<file path="src/rtl/cart_spi_rom.sv">
// cart_spi_rom: cartridge-side ROM responder for the boy core bus.
// ROM reads (a[15]=0) are served by fetching one byte from SPI flash with a
// single-bit 0x03 READ transaction; reads with a[15]=1 return 8'hFF at once.
// Optional MBC1-style banking is enabled by defining CART_SPI_ROM_MBC1_EN;
// without it the cartridge behaves as a flat 32 KiB ROM and writes are ignored.
module cart_spi_rom #(
  parameter logic [23:0] FLASH_BASE = 24'h100000
) (
  input  logic        clk,
  input  logic        rst,
  input  logic [15:0] a,
  input  logic [7:0]  dout,
  input  logic        wr,
  input  logic        rd,
  output logic [7:0]  din,
  output logic        busy,
  output logic        valid,
  output logic        flash_sck,
  output logic        flash_ssb,
  output logic        flash_io0,
  input  logic        flash_io1
);

  typedef enum logic [2:0] {
    ST_IDLE      = 3'd0,
    ST_SEL       = 3'd1,
    ST_SHIFT_OUT = 3'd2,
    ST_SHIFT_IN  = 3'd3,
    ST_DONE      = 3'd4
  } state_t;

  localparam logic [7:0] CMD_READ = 8'h03;

`ifdef CART_SPI_ROM_MBC1_EN
  // Map a ROM bus address to a cartridge byte offset using the bank registers.
  function automatic logic [23:0] rom_offset(input logic [15:0] addr,
                                             input logic [1:0]  hi,
                                             input logic [4:0]  lo);
    logic [23:0] off;
    if (addr[14] == 1'b1) begin
      off = {3'b000, hi, lo, addr[13:0]};
    end else begin
      off = {10'b0, addr[13:0]};
    end
    return off;
  endfunction
`else
  // Flat 32 KiB ROM: the low 15 address bits are the offset.
  function automatic logic [23:0] rom_offset(input logic [14:0] addr);
    return {9'b0, addr};
  endfunction
`endif

  // Strobe synchronisation and edge detection
  logic        rd_r;
  logic        rd_prev_r;
  logic        rd_edge_s;

  // FSM and datapath state
  state_t      state_r;
  state_t      state_nxt_s;
  logic [23:0] addr_r;
  logic [23:0] addr_nxt_s;
  logic [30:0] shreg_r;
  logic [30:0] shreg_nxt_s;
  logic [7:0]  rx_r;
  logic [7:0]  rx_nxt_s;
  logic [4:0]  bit_cnt_r;
  logic [4:0]  bit_cnt_nxt_s;
  logic        phase_r;
  logic        phase_nxt_s;
  logic [31:0] cmd_s;
  logic [23:0] offset_s;

  // Next values of the registered outputs
  logic [7:0]  din_nxt_s;
  logic        valid_nxt_s;
  logic        sck_nxt_s;
  logic        ssb_nxt_s;
  logic        io0_nxt_s;

  // Register rd once so edge detection sees a clean synchronous signal.
  always_ff @(posedge clk) begin
    if (rst) begin
      rd_r      <= 1'b0;
      rd_prev_r <= 1'b0;
    end else begin
      rd_r      <= rd;
      rd_prev_r <= rd_r;
    end
  end

  assign rd_edge_s = rd_r & ~rd_prev_r;

`ifdef CART_SPI_ROM_MBC1_EN
  logic       wr_r;
  logic       wr_prev_r;
  logic       wr_edge_s;
  logic [4:0] bank_lo_r;
  logic [1:0] bank_hi_r;

  // Register wr once so edge detection sees a clean synchronous signal.
  always_ff @(posedge clk) begin
    if (rst) begin
      wr_r      <= 1'b0;
      wr_prev_r <= 1'b0;
    end else begin
      wr_r      <= wr;
      wr_prev_r <= wr_r;
    end
  end

  assign wr_edge_s = wr_r & ~wr_prev_r;

  // Bank registers: updated on any wr edge regardless of FSM state.
  always_ff @(posedge clk) begin
    if (rst) begin
      bank_lo_r <= 5'd1;
      bank_hi_r <= 2'd0;
    end else if (wr_edge_s) begin
      case (a[15:13])
        3'b001: begin
          bank_lo_r <= (dout[4:0] == 5'd0) ? 5'd1 : dout[4:0];
        end
        3'b010: begin
          bank_hi_r <= dout[1:0];
        end
        default: begin
          bank_lo_r <= bank_lo_r;
          bank_hi_r <= bank_hi_r;
        end
      endcase
    end else begin
      bank_lo_r <= bank_lo_r;
      bank_hi_r <= bank_hi_r;
    end
  end

  // A read that coincides with a write sees the registers before the update.
  assign offset_s = rom_offset(a, bank_hi_r, bank_lo_r);
`else
  // Write strobe and data have no function in a ROM-only cartridge.
  logic unused_wr_s;
  assign unused_wr_s = ^{wr, dout};
  assign offset_s    = rom_offset(a[14:0]);
`endif

  assign cmd_s = {CMD_READ, addr_r};

  // FSM state register.
  always_ff @(posedge clk) begin
    if (rst) begin
      state_r <= ST_IDLE;
    end else begin
      state_r <= state_nxt_s;
    end
  end

  // Next-state and next-output logic for the SPI READ sequence.
  always_comb begin
    state_nxt_s   = state_r;
    addr_nxt_s    = addr_r;
    shreg_nxt_s   = shreg_r;
    rx_nxt_s      = rx_r;
    bit_cnt_nxt_s = bit_cnt_r;
    phase_nxt_s   = phase_r;
    din_nxt_s     = din;
    valid_nxt_s   = 1'b0;
    sck_nxt_s     = 1'b0;
    ssb_nxt_s     = flash_ssb;
    io0_nxt_s     = flash_io0;
    case (state_r)
      ST_IDLE: begin
        ssb_nxt_s = 1'b1;
        io0_nxt_s = 1'b0;
        if (rd_edge_s) begin
          if (a[15] == 1'b0) begin
            addr_nxt_s  = FLASH_BASE + offset_s;
            state_nxt_s = ST_SEL;
          end else begin
            din_nxt_s   = 8'hFF;
            valid_nxt_s = 1'b1;
          end
        end else begin
          state_nxt_s = ST_IDLE;
        end
      end
      ST_SEL: begin
        // First command bit goes out with chip select so it is stable
        // before the first rising SCK.
        ssb_nxt_s     = 1'b0;
        io0_nxt_s     = cmd_s[31];
        shreg_nxt_s   = cmd_s[30:0];
        bit_cnt_nxt_s = 5'd0;
        phase_nxt_s   = 1'b0;
        state_nxt_s   = ST_SHIFT_OUT;
      end
      ST_SHIFT_OUT: begin
        ssb_nxt_s = 1'b0;
        if (phase_r == 1'b0) begin
          sck_nxt_s   = 1'b1;
          phase_nxt_s = 1'b1;
        end else begin
          sck_nxt_s   = 1'b0;
          phase_nxt_s = 1'b0;
          shreg_nxt_s = {shreg_r[29:0], 1'b0};
          if (bit_cnt_r == 5'd31) begin
            bit_cnt_nxt_s = 5'd0;
            io0_nxt_s     = 1'b0;
            state_nxt_s   = ST_SHIFT_IN;
          end else begin
            bit_cnt_nxt_s = bit_cnt_r + 5'd1;
            io0_nxt_s     = shreg_r[30];
          end
        end
      end
      ST_SHIFT_IN: begin
        ssb_nxt_s = 1'b0;
        io0_nxt_s = 1'b0;
        if (phase_r == 1'b0) begin
          // MISO is taken on the same clk that raises SCK.
          sck_nxt_s   = 1'b1;
          phase_nxt_s = 1'b1;
          rx_nxt_s    = {rx_r[6:0], flash_io1};
        end else begin
          sck_nxt_s   = 1'b0;
          phase_nxt_s = 1'b0;
          if (bit_cnt_r == 5'd7) begin
            bit_cnt_nxt_s = 5'd0;
            state_nxt_s   = ST_DONE;
          end else begin
            bit_cnt_nxt_s = bit_cnt_r + 5'd1;
          end
        end
      end
      ST_DONE: begin
        ssb_nxt_s   = 1'b1;
        io0_nxt_s   = 1'b0;
        din_nxt_s   = rx_r;
        valid_nxt_s = 1'b1;
        state_nxt_s = ST_IDLE;
      end
      default: begin
        ssb_nxt_s   = 1'b1;
        io0_nxt_s   = 1'b0;
        state_nxt_s = ST_IDLE;
      end
    endcase
  end

  // Datapath registers and registered outputs.
  always_ff @(posedge clk) begin
    if (rst) begin
      addr_r    <= 24'h000000;
      shreg_r   <= 31'h00000000;
      rx_r      <= 8'h00;
      bit_cnt_r <= 5'd0;
      phase_r   <= 1'b0;
      din       <= 8'hFF;
      busy      <= 1'b0;
      valid     <= 1'b0;
      flash_sck <= 1'b0;
      flash_ssb <= 1'b1;
      flash_io0 <= 1'b0;
    end else begin
      addr_r    <= addr_nxt_s;
      shreg_r   <= shreg_nxt_s;
      rx_r      <= rx_nxt_s;
      bit_cnt_r <= bit_cnt_nxt_s;
      phase_r   <= phase_nxt_s;
      din       <= din_nxt_s;
      busy      <= (state_nxt_s != ST_IDLE);
      valid     <= valid_nxt_s;
      flash_sck <= sck_nxt_s;
      flash_ssb <= ssb_nxt_s;
      flash_io0 <= io0_nxt_s;
    end
  end

endmodule

</file>
<file path="config.mk">
export PLATFORM = sky130hd
export DESIGN_NAME = cart_spi_rom
export DESIGN_NICKNAME = d
export VERILOG_FILES = /design/src/rtl/cart_spi_rom.sv
export SDC_FILE = /design/constraint.sdc
export NUM_CORES = 1
export LEC_CHECK = 0
export CAP_MARGIN = 30
export CORE_MARGIN = 2
export CORE_UTILIZATION = 54
export DETAILED_ROUTE_END_ITERATION = 8
export PLACE_DENSITY = 0.87
export SLEW_MARGIN = 15
export SYNTH_ARGS = -nofsm -noshare
export SYNTH_HDL_FRONTEND = slang
export SYNTH_SLANG_ARGS = --single-unit
</file>
<file path="constraint.sdc">
create_clock -name clk -period 2.4 [get_ports clk]
set_input_delay 0.36 -clock clk [delete_from_list [all_inputs] [get_ports clk]]
set_output_delay 0.36 -clock clk [all_outputs]
set_load 0.01 [all_outputs]
</file>
# After elaboration in Yosys (flattened, before gate mapping)

Index checks and enable logic that the tools add are counted.

Add/sub/neg operators: 2
Equality and inequality tests: 10
Mux-type cells: 24
Bitwise gates (word level): 6
Reduce and logical (&&, ||, !) cells: 15

Operators with widths:

| kind                   | count |
|---|---|
| $pmux 31 s2            | 1 |
| $mux 31                | 1 |
| $add 21x15->22 const A | 1 |
| $mux 5                 | 4 |
| $mux 3                 | 6 |
| $mux 8                 | 2 |
| $pmux 8 s2             | 1 |
| $pmux 5 s3             | 1 |
| $pmux 3 s4             | 1 |
| $reduce_and 3->1       | 3 |
| $ne 2x2->1 const B     | 4 |
| $eq 3x2->1 const B     | 2 |
| $reduce_bool 2->1      | 3 |
| $reduce_bool 3->1      | 2 |
| $reduce_or 2->1        | 3 |
| $add 5x1->5 const B    | 1 |
| $eq 5x3->1 const B     | 1 |
| $eq 5x5->1 const B     | 1 |
| $mux 1                 | 5 |
| $not 1->1              | 5 |
| $pmux 1 s2             | 2 |
| $reduce_and 2->1       | 2 |
| $eq 3x1->1 const B     | 1 |
| $eq 3x3->1 const B     | 1 |
| other kinds (3)        | 3 |

Register bits after elaboration: 87
Bits of input ports: 29

# Logic depth before layout (Yosys ltp)

Depth after elaboration: 5
Mapped depth: 7
Gate-level depth less buffers: 7

# Least setup slack after synthesis

Ideal clock, no wire load.

Path type: reg-to-reg
Start: register bit_cnt_r[0]
End: register bit_cnt_r[3]
Setup time: 0.075 ns
Data arrival time: 1.562 ns
Required time: 2.325 ns
Setup slack: 0.764 ns
Stages on the path, launching flop included: 8
Buffers on the path: 0
Cell sequence: dfxtp_1 -> ha_1 -> and3_1 -> ha_1 -> nor2b_1 -> a211oi_2 -> nand3_1 -> a31oi_1

Cells in the longest elaborated chain, start to end: 4
Elaborated cells between the ends (all ways): 8
Classes of those cells: 1 x add/sub; 2 x eq/ne; 5 x mux

RTL lines:

| element                                   | RTL line | source |
|---|---|---|
| start, declared                           | 68       | `logic [4:0] bit_cnt_r;` |
| start signal, assigned                    | 269      | `bit_cnt_r <= bit_cnt_nxt_s;` |
| $add 5x1->5, or another cell as far along | 212, 232 |  |
| $mux 5 (on tied branches)                 | 228, 207 |  |
| $mux 5 (on tied branches)                 | 220, 200 |  |
| $pmux 5 s3 (*)                            | 172      | `case (state_r)` |

Every way passes the cells marked *; elsewhere a longest branch is shown, timed or not. The select of a mux whose other input is x is not followed.
A chain may end at the register's enable or synchronous reset.

# Final worst setup path

Start: register state_r[1]
End: register bit_cnt_r[3]

Cells in the longest elaborated chain, start to end: 3
Elaborated cells between the ends (all ways): 8
Classes of those cells: 5 x eq/ne; 1 x mux; 2 x reduce/logical

RTL lines:

| element                                                   | RTL line | source |
|---|---|---|
| start, declared                                           | 60       | `state_t state_r;` |
| start signal, assigned                                    | 155      | `state_r <= state_nxt_s;` |
| $eq 3x2->1 or $eq 3x1->1 (tied branches)                  | 172      |  |
| $ne 2x2->1 (no line) or $reduce_bool 3->1 (tied branches) | n/a      |  |
| $reduce_and 3->1 (no line)                                | n/a      |  |

Parallel ways exist; a longest one is shown, timed or not.

==> key figures <==
Outcome
  – Status: complete, no violations

Routing
  – Via count: 2673
  – Final wirelength: between 6000 and 7000 um
  – Drt wl/cell: 13.7 um
  – Initial DRC Count: 214
  – Final ANT Viol Nets: 0
  – Drt drc: 0
  – Pre-antenna DRT Iters: 4
  – Vias per inst: about 5.7

Logic synthesis
  – Largest family of logic cells by synthesized area: simple AND/OR/NAND/NOR gates
  – Post-Synth XOR/XNOR Area: 0%
  – Avg Cell Area, Syn: 8.64 um2
  – Syn. warnings: 0
  – Synth cell types: 40
  – Compound-cell area share of the yosys netlist: a little over a fifth
  – Syn nets: about 400
  – Top-area cell type share of the netlist area: approximately half
  – Simple-gate share of the synthesized area: between 20% and 30%
  – Yosys reg bits: about 80
  – Yosys top cell by area: dfxtp_1
  – Netlist area before placement: 3200 um2
  – Seq/Total Area, Yosys: 49.5%
  – Synth async-reset ratio: 0%
  – EDFF count, synth: 0
  – Primary FF master, synth: dfxtp_1
  – Synth Area in Adders: less than 1%
  – Post-synthesis mux area share: 0%
  – Gate Count Post-Synth: 370
  – Synth top area cells: dfxtp_1, nand2_1, a21oi_1

Final layout
  – Area Growth Syn to Fin: 18.0%
  – Most frequent cells in the layout: nand2_1, dfxtp_1, a21oi_1, clkdlybuf4s50_1, nor2_1
  – Commonest non-fill, non-tap cell in the layout: nand2_1
  – Layout Nets: roughly 420
  – Fraction of layout instances using a drive strength above 1: around an eighth
  – Antenna cells: 0
  – Fin cells: between 400 and 500
  – Post-route design area: around 3800 um2
  – FILL cells: around 480

Timing
  – Count of final setup violators: 0
  – Max Clk Rate: roughly 520 MHz
  – Rel. slew slack: between 50% and 60%
  – Final max-slew violation count: 0
  – Post-route setup TNS: 0 ns
  – Fin crit share: between 80% and 90%
  – RSZ-0062 raised after global routing: false
  – Final Hold Fails: 0
  – Skew final: 0.00533 ns
  – Tightest Pin Transition: approximately 0.66 ns
  – Min Clock Period, post-route: approximately 1.9 ns

Clocking
  – CTS Sinks: 79
  – Hold Buf Count CTS: 0
  – Post_cts resized: 0
  – # Post-CTS Setup Buffers: 0
  – CTS tree: done
  – Root Buffer: clkbuf_8
  – Clk_lat worst skew: 0.35 ns
  – Clock Path Buffers: 2
  – Worst-path clk slew: about 0.08 ns
  – Cts bufs inserted: 9
  – H-tree depth: 3

Job
  – Max-cap viol count: 0

Min path
  – Path category of the worst min-delay check: register to register

Setup path
  – R2R setup slack: between 0.4 and 0.5 ns
  – CP max stage delay: ~0.52 ns
  – CP Capture Type: register
  – Worst setup path class: register to register
  – Cell Chain, Critical Path: nand2b_1, buf_4, a211oi_2, nand3_1, a31oi_1
  – CP arrival: around 2.2 ns
  – Critical-path maximum fanout: 19
  – Req. time, crit path: ~2.7 ns
  – Max stage delay cell, worst path: dfxtp_1
  – Startpoint type of the worst setup path: register

Floorplanning
  – Initial Utilization: a little over half
  – Die ar.: roughly 6600 um2
  – Die X: ~81 um
  – Chip Height: approximately 81 um
  – Floorplan core area: between 5000 and 6000 um2
  – Ports: 42
  – FP Rows: 28

Placement
  – Detailed placement HPWL: just over 4000 um
  – Dpl cells: around 460
  – Placed cell area: 3520 um2
  – Port Buf Inserts: 32
  – Routability congestion estimate: just under 0.8

Global routing
  – Initial antenna violation count: 0
  – Largest net degree at the start of global routing: 46
  – Vias in the first global route: approximately 2400
  – Total grt overflow: 0
  – First-pass GRT wire length: between 10000 and 15000 um
  – Global Route Usage Sum: 21.5%

Power
  – Total power: between 2 and 3 mW
  – Leakage: between 1 and 1.5 nW
  – Power Density: 724 nW/um2
  – Peak supply drop: approximately 0.47 mV
Yosys cell counts (5+ instances only):
library cell and instances:
nand2_1 84, nor3_1 5, clkbuf_1 14, a311oi_1 6, nand3_1 18, nor2_1 23, dfxtp_1 79, a21oi_1 43
o21ai_0 17, o22ai_1 8, buf_2 9, nand2b_1 9, a311oi_2 11
layer usage:
metal | track usage, % | vias to the layer above | wire length (um)
met2 | 34.7 | 61 | 3130
met3 | 3.78 | 15 | 235
li1 | - | 1328 | -
met4 | 11.2 | 0 | 144
met1 | 27.4 | 1269 | 2990
met5 | 0 | - | 0
flip-flops by register name (all words and copies together), names as in the netlist, 3 cells and up:
register,cells
shreg_r,31
addr_r,16
bit_cnt_r,5
din,8
rx_r,8
state_r,3
per-stage QoR:
| stage | hold WS [ns] | utilization [%] | setup slack [ns] |
|---|---|---|---|
| 6_report | 0.452 | 64.9 | 0.473 |
| 5_1_grt | 0.473 | 64.9 | 0.273 |
| 4_1_cts | 0.456 | 64.9 | 0.487 |
| 3_5_place_dp | 0.444 | 60.5 | 0.466 |
| 3_3_place_gp | 0.438 | 60.5 | 0.582 |
| 2_1_floorplan | 0.432 | - | 0.764 |
power breakdown:
| group | internal [mW] | switching (mW) |
|---|---|---|
| Combinational | 0.0677 | 0.0847 |
| Clock | 0.748 | 0.480 |
| Sequential | 1.33 | 0.0170 |
| Total | 2.15 | 0.582 |
critical path, delay by kind of cell (launching register included):
kind | cells | cell delay [ns]
AO/OA/AOI/OAI | 2 | 0.46
AND/OR/NAND/NOR | 2 | 0.55
buffers and inverters | 1 | 0.33
flip-flops | 1 | 0.52
layout make-up:
cell class / count / area [um2] / area share (%)
clock buffers: 11 / 151 / 4.01
clock inverters: 5 / 104 / 2.75
inverters: 3 / 11.3 / 0.299
multi-input cells: 258 / 1440 / 38.2
flip-flops and latches: 79 / 1580 / 41.9
well taps: 75 / 93.8 / 2.49
repair buffers: 42 / 390 / 10.3
final timing paths:
| kind | from | endpoint | depth (start not counted) |
|---|---|---|---|
| max | state_r[1] | bit_cnt_r[3] | 5 |
| min | addr_r[4] | addr_r[4] | 2 |
| max reg2reg | state_r[1] | bit_cnt_r[3] | 5 |
| min reg2reg | addr_r[4] | addr_r[4] | 2 |
cells by family (layout without fill, tap and decap cells):
logic type	after synthesis	count (layout)
flip-flops	79	79
buffers and inverters	33	61
AND/OR/NAND/NOR	160	160
adder cells (fa/ha/maj)	2	2
AO/OA/AOI/OAI	96	96
(Power assumes the default switching activity.)
